`config.mk`:
```
export PLATFORM = sky130hd
export DESIGN_NAME = id_branch_ctrl
export DESIGN_NICKNAME = d
export VERILOG_FILES = /design/src/rtl/id_branch_ctrl.sv
export SDC_FILE = /design/constraint.sdc
export NUM_CORES = 1
export LEC_CHECK = 0
export CAP_MARGIN = 10
export CORE_MARGIN = 4
export CORE_UTILIZATION = 41
export CTS_CLUSTER_DIAMETER = 150
export DETAILED_ROUTE_END_ITERATION = 6
export PLACE_DENSITY = 0.88
export SLEW_MARGIN = 20
export SYNTH_ARGS = -nofsm -noshare
export SYNTH_HDL_FRONTEND = slang
export SYNTH_SLANG_ARGS = --single-unit
```
`constraint.sdc`:
```
create_clock -name clk -period 3.1 [get_ports clk]
set_input_delay 0.31 -clock clk [delete_from_list [all_inputs] [get_ports clk]]
set_output_delay 0.31 -clock clk [all_outputs]
set_load 0.05 [all_outputs]
```
`src/rtl/id_branch_ctrl.sv`:
```
// Decode-stage hazard and branch control: load-use stall, early branch
// resolution, one-cycle squash after redirect, and the ID/EX register.
module id_branch_ctrl #(
    parameter logic [31:0] BUBBLE = 32'hFFFF_FFFF
) (
    input  logic        clk,
    input  logic        rst,
    input  logic [31:0] ir_in,
    input  logic [31:0] pc_in,
    input  logic [31:0] npc_in,
    input  logic [31:0] rs_data,
    input  logic [31:0] rt_data,
    output logic        stall,
    output logic        cond,
    output logic [31:0] cond_npc,
    output logic [31:0] ex_ir,
    output logic [31:0] ex_pc,
    output logic        ex_valid,
    output logic [15:0] bubble_cnt
);

    localparam logic [5:0] OP_RTYPE = 6'b000000;
    localparam logic [5:0] OP_J     = 6'b000010;
    localparam logic [5:0] OP_JAL   = 6'b000011;
    localparam logic [5:0] OP_BEQ   = 6'b000100;
    localparam logic [5:0] OP_BNE   = 6'b000101;
    localparam logic [5:0] OP_LW    = 6'b100011;
    localparam logic [5:0] FN_JR    = 6'b001000;

    logic        squash_q;
    logic [15:0] bcnt_q;

    logic [5:0]  op;
    logic [4:0]  rs;
    logic [4:0]  rt;
    logic [4:0]  ld_rd;
    logic        dead;
    logic        ld_ex;
    logic        is_beq;
    logic        is_bne;
    logic        is_j;
    logic        is_jr;
    logic        taken;
    logic [31:0] target;
    logic [31:0] br_off;

    assign op     = ir_in[31:26];
    assign rs     = ir_in[25:21];
    assign rt     = ir_in[20:16];
    assign ld_rd  = ex_ir[20:16];
    assign br_off = {{14{ir_in[15]}}, ir_in[15:0], 2'b00};

    assign dead  = (ir_in == BUBBLE) || squash_q;
    assign ld_ex = ex_valid && (ex_ir[31:26] == OP_LW) && (ld_rd != 5'd0);

    // Only ir_in and registered state feed the hazard check
    assign stall = !dead && ld_ex && ((ld_rd == rs) || (ld_rd == rt));

    assign is_beq = (op == OP_BEQ);
    assign is_bne = (op == OP_BNE);
    assign is_j   = (op == OP_J) || (op == OP_JAL);
    assign is_jr  = (op == OP_RTYPE) && (ir_in[5:0] == FN_JR);

    always_comb begin
        taken  = 1'b0;
        target = 32'd0;
        unique case (1'b1)
            is_beq: begin
                taken  = (rs_data == rt_data);
                target = npc_in + br_off;
            end
            is_bne: begin
                taken  = (rs_data != rt_data);
                target = npc_in + br_off;
            end
            is_j: begin
                taken  = 1'b1;
                target = {npc_in[31:28], ir_in[25:0], 2'b00};
            end
            is_jr: begin
                taken  = 1'b1;
                target = rs_data;
            end
            default: begin
                taken  = 1'b0;
                target = 32'd0;
            end
        endcase
    end

    assign cond     = !dead && !stall && taken;
    assign cond_npc = cond ? target : 32'd0;

    always_ff @(posedge clk or posedge rst) begin
        if (rst) begin
            ex_ir    <= BUBBLE;
            ex_pc    <= 32'd0;
            ex_valid <= 1'b0;
            squash_q <= 1'b0;
            bcnt_q   <= 16'd0;
        end else begin
            squash_q <= cond;
            ex_pc    <= pc_in;
            if (dead || stall) begin
                ex_ir    <= BUBBLE;
                ex_valid <= 1'b0;
            end else begin
                ex_ir    <= ir_in;
                ex_valid <= 1'b1;
            end
            // Only inserted bubbles count, not bubbles arriving from fetch
            if ((squash_q || stall) && (bcnt_q != 16'hFFFF))
                bcnt_q <= bcnt_q + 16'd1;
        end
    end

    assign bubble_cnt = bcnt_q;

endmodule

```
==> results.md <==
- Setup violations remaining at the end of the flow were counted as 0.
- The net switching power is around 1.2 mW.
- Of the available clock period, the critical path in the final layout requires 0.984.
- Summed over all nets, the half-perimeter wirelength after detailed placement is about 18000 um.
- The placer congestion estimate is roughly 0.95.
- Synthesis produced a netlist with a net count of ~750.
- After floorplanning, the core was divided into 41 placement rows.
- Data on the critical path arrives at its endpoint at 2740 ps.
- In the routed layout, each cell is associated on average with a via count of between 5 and 6.
- The worst setup path is launched from a primary input.
- The number of H-tree levels is 3.
- The worst IR drop on VDD is roughly 0.28 mV.
- The smallest hold slack is ~330 ps.
- The most used flip-flop cell after synthesis is dfrtp_1.
- The delay of the slowest cell on the worst path is between 300 and 400 ps.
- Across the routed clock network, the largest skew measured is roughly 4.6 ps.
- The average routed wire per standard cell is 20.0 um.
- The clock latency reported for the late side of the worst-skew pair is about 330 ps.
- Each instance of the synthesized netlist takes up on average between 9 and 10 sq um.
- The floorplan step defined a die boundary enclosing approximately 0.015 sq mm.
- The internal power is 2.45 mW.
- Synthesis produced a netlist whose cell count is approximately 560.
- The first global-routing pass estimated roughly 33000 um of wire.
- For this design the static power due to leakage is between 4 and 5 nW.
- The final count of hold timing violations is 0.
- For this run, the register share of the synthesized area comes to 0.383.
- The share of total power dissipated in the clock network is 0.277.
- The clock passes through at most 2 buffers.
- met2 is the most crowded layer.
- The clock-pin slew on the worst setup and hold paths is around 50 ps.
- Of all flip-flops after synthesis, the portion carrying an async set or reset was 1.00.
- Entering global routing, the biggest net connects 45 pins.
- The worst endpoint required time is 2790 ps.
- In the final layout, the share of cells above drive strength 1 is 0.322.
- The cell at the root of the clock tree is clkbuf_16.
- After the last flow step, the layout net total stands at 1127.
- The share of total power dissipated in combinational logic is 0.390.
- For this run, design rule violations remaining after detail routing come to 0.
- The die height is 123 um.
- The overall global routing resource usage is 0.278.
- For this run, global-route usage on met2 was measured as 0.498.
- Counting the fill cells in the layout gives around 860.
- Dividing total power by cell area gives a power density of between 300 and 400 mW/mm^2.
- The initial cell density of the core is 0.425.
- The share of power burned in registers is 0.333.
- The number of slew-limit violations in the final report was 0.
- The I/O pin count is ~280.
- In this run the tightest slew margin relative to its limit is 0.557.
- The number of max-cap violations is 0.
- The flow ran to the end, and the final reports show no timing, DRC or antenna violations.
- Ranked by total cell area, the synthesized netlist is headed by dfrtp_1 23%, dfstp_2 15%, ha_1 6.9%.
- The routing usage on met3 is 0.0522.
- The number of buffers inserted by port buffering is 276.
- The slowest stage of the critical path is the or3_1 cell.
- The path class of the tightest hold or removal check is in2reg.
- Of the total power, the share spent switching nets is 0.326.
- The pre-antenna-repair detailed-routing pass consisted of 6 iterations.
- The slew of the pin with the lowest slew margin is between 600 and 700 ps.
- Clock tree synthesis inserted a total of 9 buffers.
- Compared with the post-synthesis result, the final layout area differs by 79.9%.
- The synthesized netlist contains 70 unique library cells.
- The kind of capture point of the worst setup path is an output port.
- After synthesis the cells add up to 0.00546 sq mm.
- For this design, the sink count on the clock tree is 82.
- The number of antenna violations at the first check in global routing was 1.
- The die width is 123 um.
- The number of warning messages in the yosys log is 0.
- The setup slack of the most critical reg-to-reg path is ~440 ps.
- The biggest area contributor in the post-synthesis netlist is dfrtp_1.
- After synthesis the netlist holds a flip-flop and latch count of 82.
- After the first detailed-routing iteration, the DRC count stood at about 590.
- The count of flip-flops with a built-in enable after synthesis is 0.
- The post-route core utilization is 0.765.
- TritonCTS built the clock tree.
- For the finished layout, the period the worst path requires is 3050 ps.
- The via count of the first global-routing pass is slightly above 6000.
- The final wirelength is 22200 um.
- The fraction of post-synthesis cell area in the top cell type by area is 0.229.
- The most frequent cell after synthesis is nor2_1.
- The number of nets still failing antenna checks after routing is 0.
- The critical path goes through dlygate4sd2_1 > ha_4 > a21oi_4 > o21ai_2 > a211o_1 > o31ai_4 > nor3_4 > buf_4 > or3_1 > a31oi_1 > nor2_1 > buf_6.
- In the synthesized netlist, the cells that appear most often are 52 x nor2_1, 50 x dfrtp_1, 39 x xor2_1.
- Global routing finished with a remaining overflow of 0.
- The vias after detailed routing is 6172.
- The peak fanout along the critical path is 3.
- In this run, post-CTS hold repair placed 0 buffers.
- The critical path class is in2out.
- The area of the core region is ~0.013 sq mm.
- For met1 alone, demand over resource in global routing was 0.328.
- The highest achievable clock rate is about 330 MHz.
[cells by family (layout without fill, tap and decap cells)]
family / after synthesis / after routing / share of synthesized area
XOR/XNOR: 74 / 74 / 0.119
AO/OA/AOI/OAI: 134 / 134 / 0.186
other: 0 / 1 / 0
adder cells (fa/ha/maj): 31 / 31 / 0.0725
AND/OR/NAND/NOR: 203 / 203 / 0.200
multiplexers: 4 / 4 / 0.00757
flip-flops: 82 / 82 / 0.383
buffers and inverters: 30 / 411 / 0.0317
[cell usage in the layout, fill, tap and decap left out, drive strengths merged, types with 3 or more instances in the layout]
cell type / instances
and2: 7
o21bai: 4
a31oi: 9
nor2: 52
and4: 5
a211o: 4
xor2: 39
nor4: 12
nand3: 17
or2: 32
clkdlybuf4s15: 4
a211oi: 3
ha: 30
dlygate4sd2: 18
dlymetal6s2s: 10
mux2i: 3
and3: 8
clkdlybuf4s50: 206
o2111ai: 3
buf: 146
o21a: 4
dfstp: 32
nor3: 11
o21ai: 20
a221oi: 3
xnor2: 35
clkinv: 5
a21oi: 29
clkbuf: 13
nand2: 27
a222oi: 17
dfrtp: 50
a22oi: 10
nand4: 16
a21o: 11
nor2b: 3
inv: 7
[area by class of cell]
cell class	count	area, sq um	area share
antenna	1	2.50	0.000255
clock buffer	10	229	0.0233
timing repair buffer	387	3580	0.365
multi-input combinational	446	3610	0.368
inverter	8	31.3	0.00319
clock inverter	6	57.6	0.00587
tap	172	215	0.0219
sequential	82	2090	0.213
[registers in the layout (all words and copies together) (netlist names)]
register	cells
ex_pc	32
ex_valid	1
squash_q	1
bubble_cnt	16
ex_ir	32
[timing repair]
action,4_1_cts,5_1_grt
gates resized for setup,76,60
endpoints found under the setup margin,21,33
buffers inserted,5,2
pin swaps,29,51
cloned,1,0
[metrics by stage]
stage / TNS (ps) / std cells / area (sq um) / power (mW) / setup WS (ps)
final: 0 / 1112 / 9810 / 3.63 / 48.8
after global routing: -50.3 / 1112 / 9810 / 3.77 / -30.7
after CTS: 0 / 1110 / 9600 / 3.60 / 1.73
after detailed placement: -4320 / 1089 / 9040 / 2.53 / -394
after global placement: -3720 / 1089 / 9040 / 2.51 / -359
after floorplan: 0 / 558 / 5460 / 1.87 / 46.4
[worst max-delay path: cells and delay by family]
| family | cells | cell delay [ps] |
|---|---|---|
| AO/OA/AOI/OAI | 5 | 1090 |
| AND/OR/NAND/NOR | 3 | 520 |
| buffers and inverters | 3 | 560 |
| adder cells (fa/ha/maj) | 1 | 260 |
[worst paths after layout]
path | startpoint | endpoint | cells after the start
worst max-delay path | npc_in[11] | cond_npc[26] | 12
worst min-delay path | ir_in[0] | ex_ir[0]$_DFF_PP1_ | 3
worst max register to register | ex_ir[31]$_DFF_PP1_ | bubble_cnt[5]$_DFFE_PP0P_ | 8
worst min register to register | bubble_cnt[2]$_DFFE_PP0P_ | bubble_cnt[2]$_DFFE_PP0P_ | 1
max in group asynchronous | rst | ex_ir[25]$_DFF_PP1_ | 3
min in group asynchronous | rst | ex_pc[7]$_DFF_PP0_ | 2
[per-layer routing]
metal	share of wire	up-vias
met4	0.030	0
li1	-	2824
met3	0.098	49
met5	0	-
met1	0.37	2930
met2	0.50	369
[power by group through the flow]
stage               Sequential [mW]  Clock [mW]  Combinational (mW)
global placement               1.22           0                1.29
CTS                            1.21        1.02                1.36
floorplan                      1.46           0               0.407
detailed placement             1.23           0                1.30
finish                         1.21        1.00                1.42
global route                   1.22        1.06                1.50
Power figures use the tool's default switching activity.
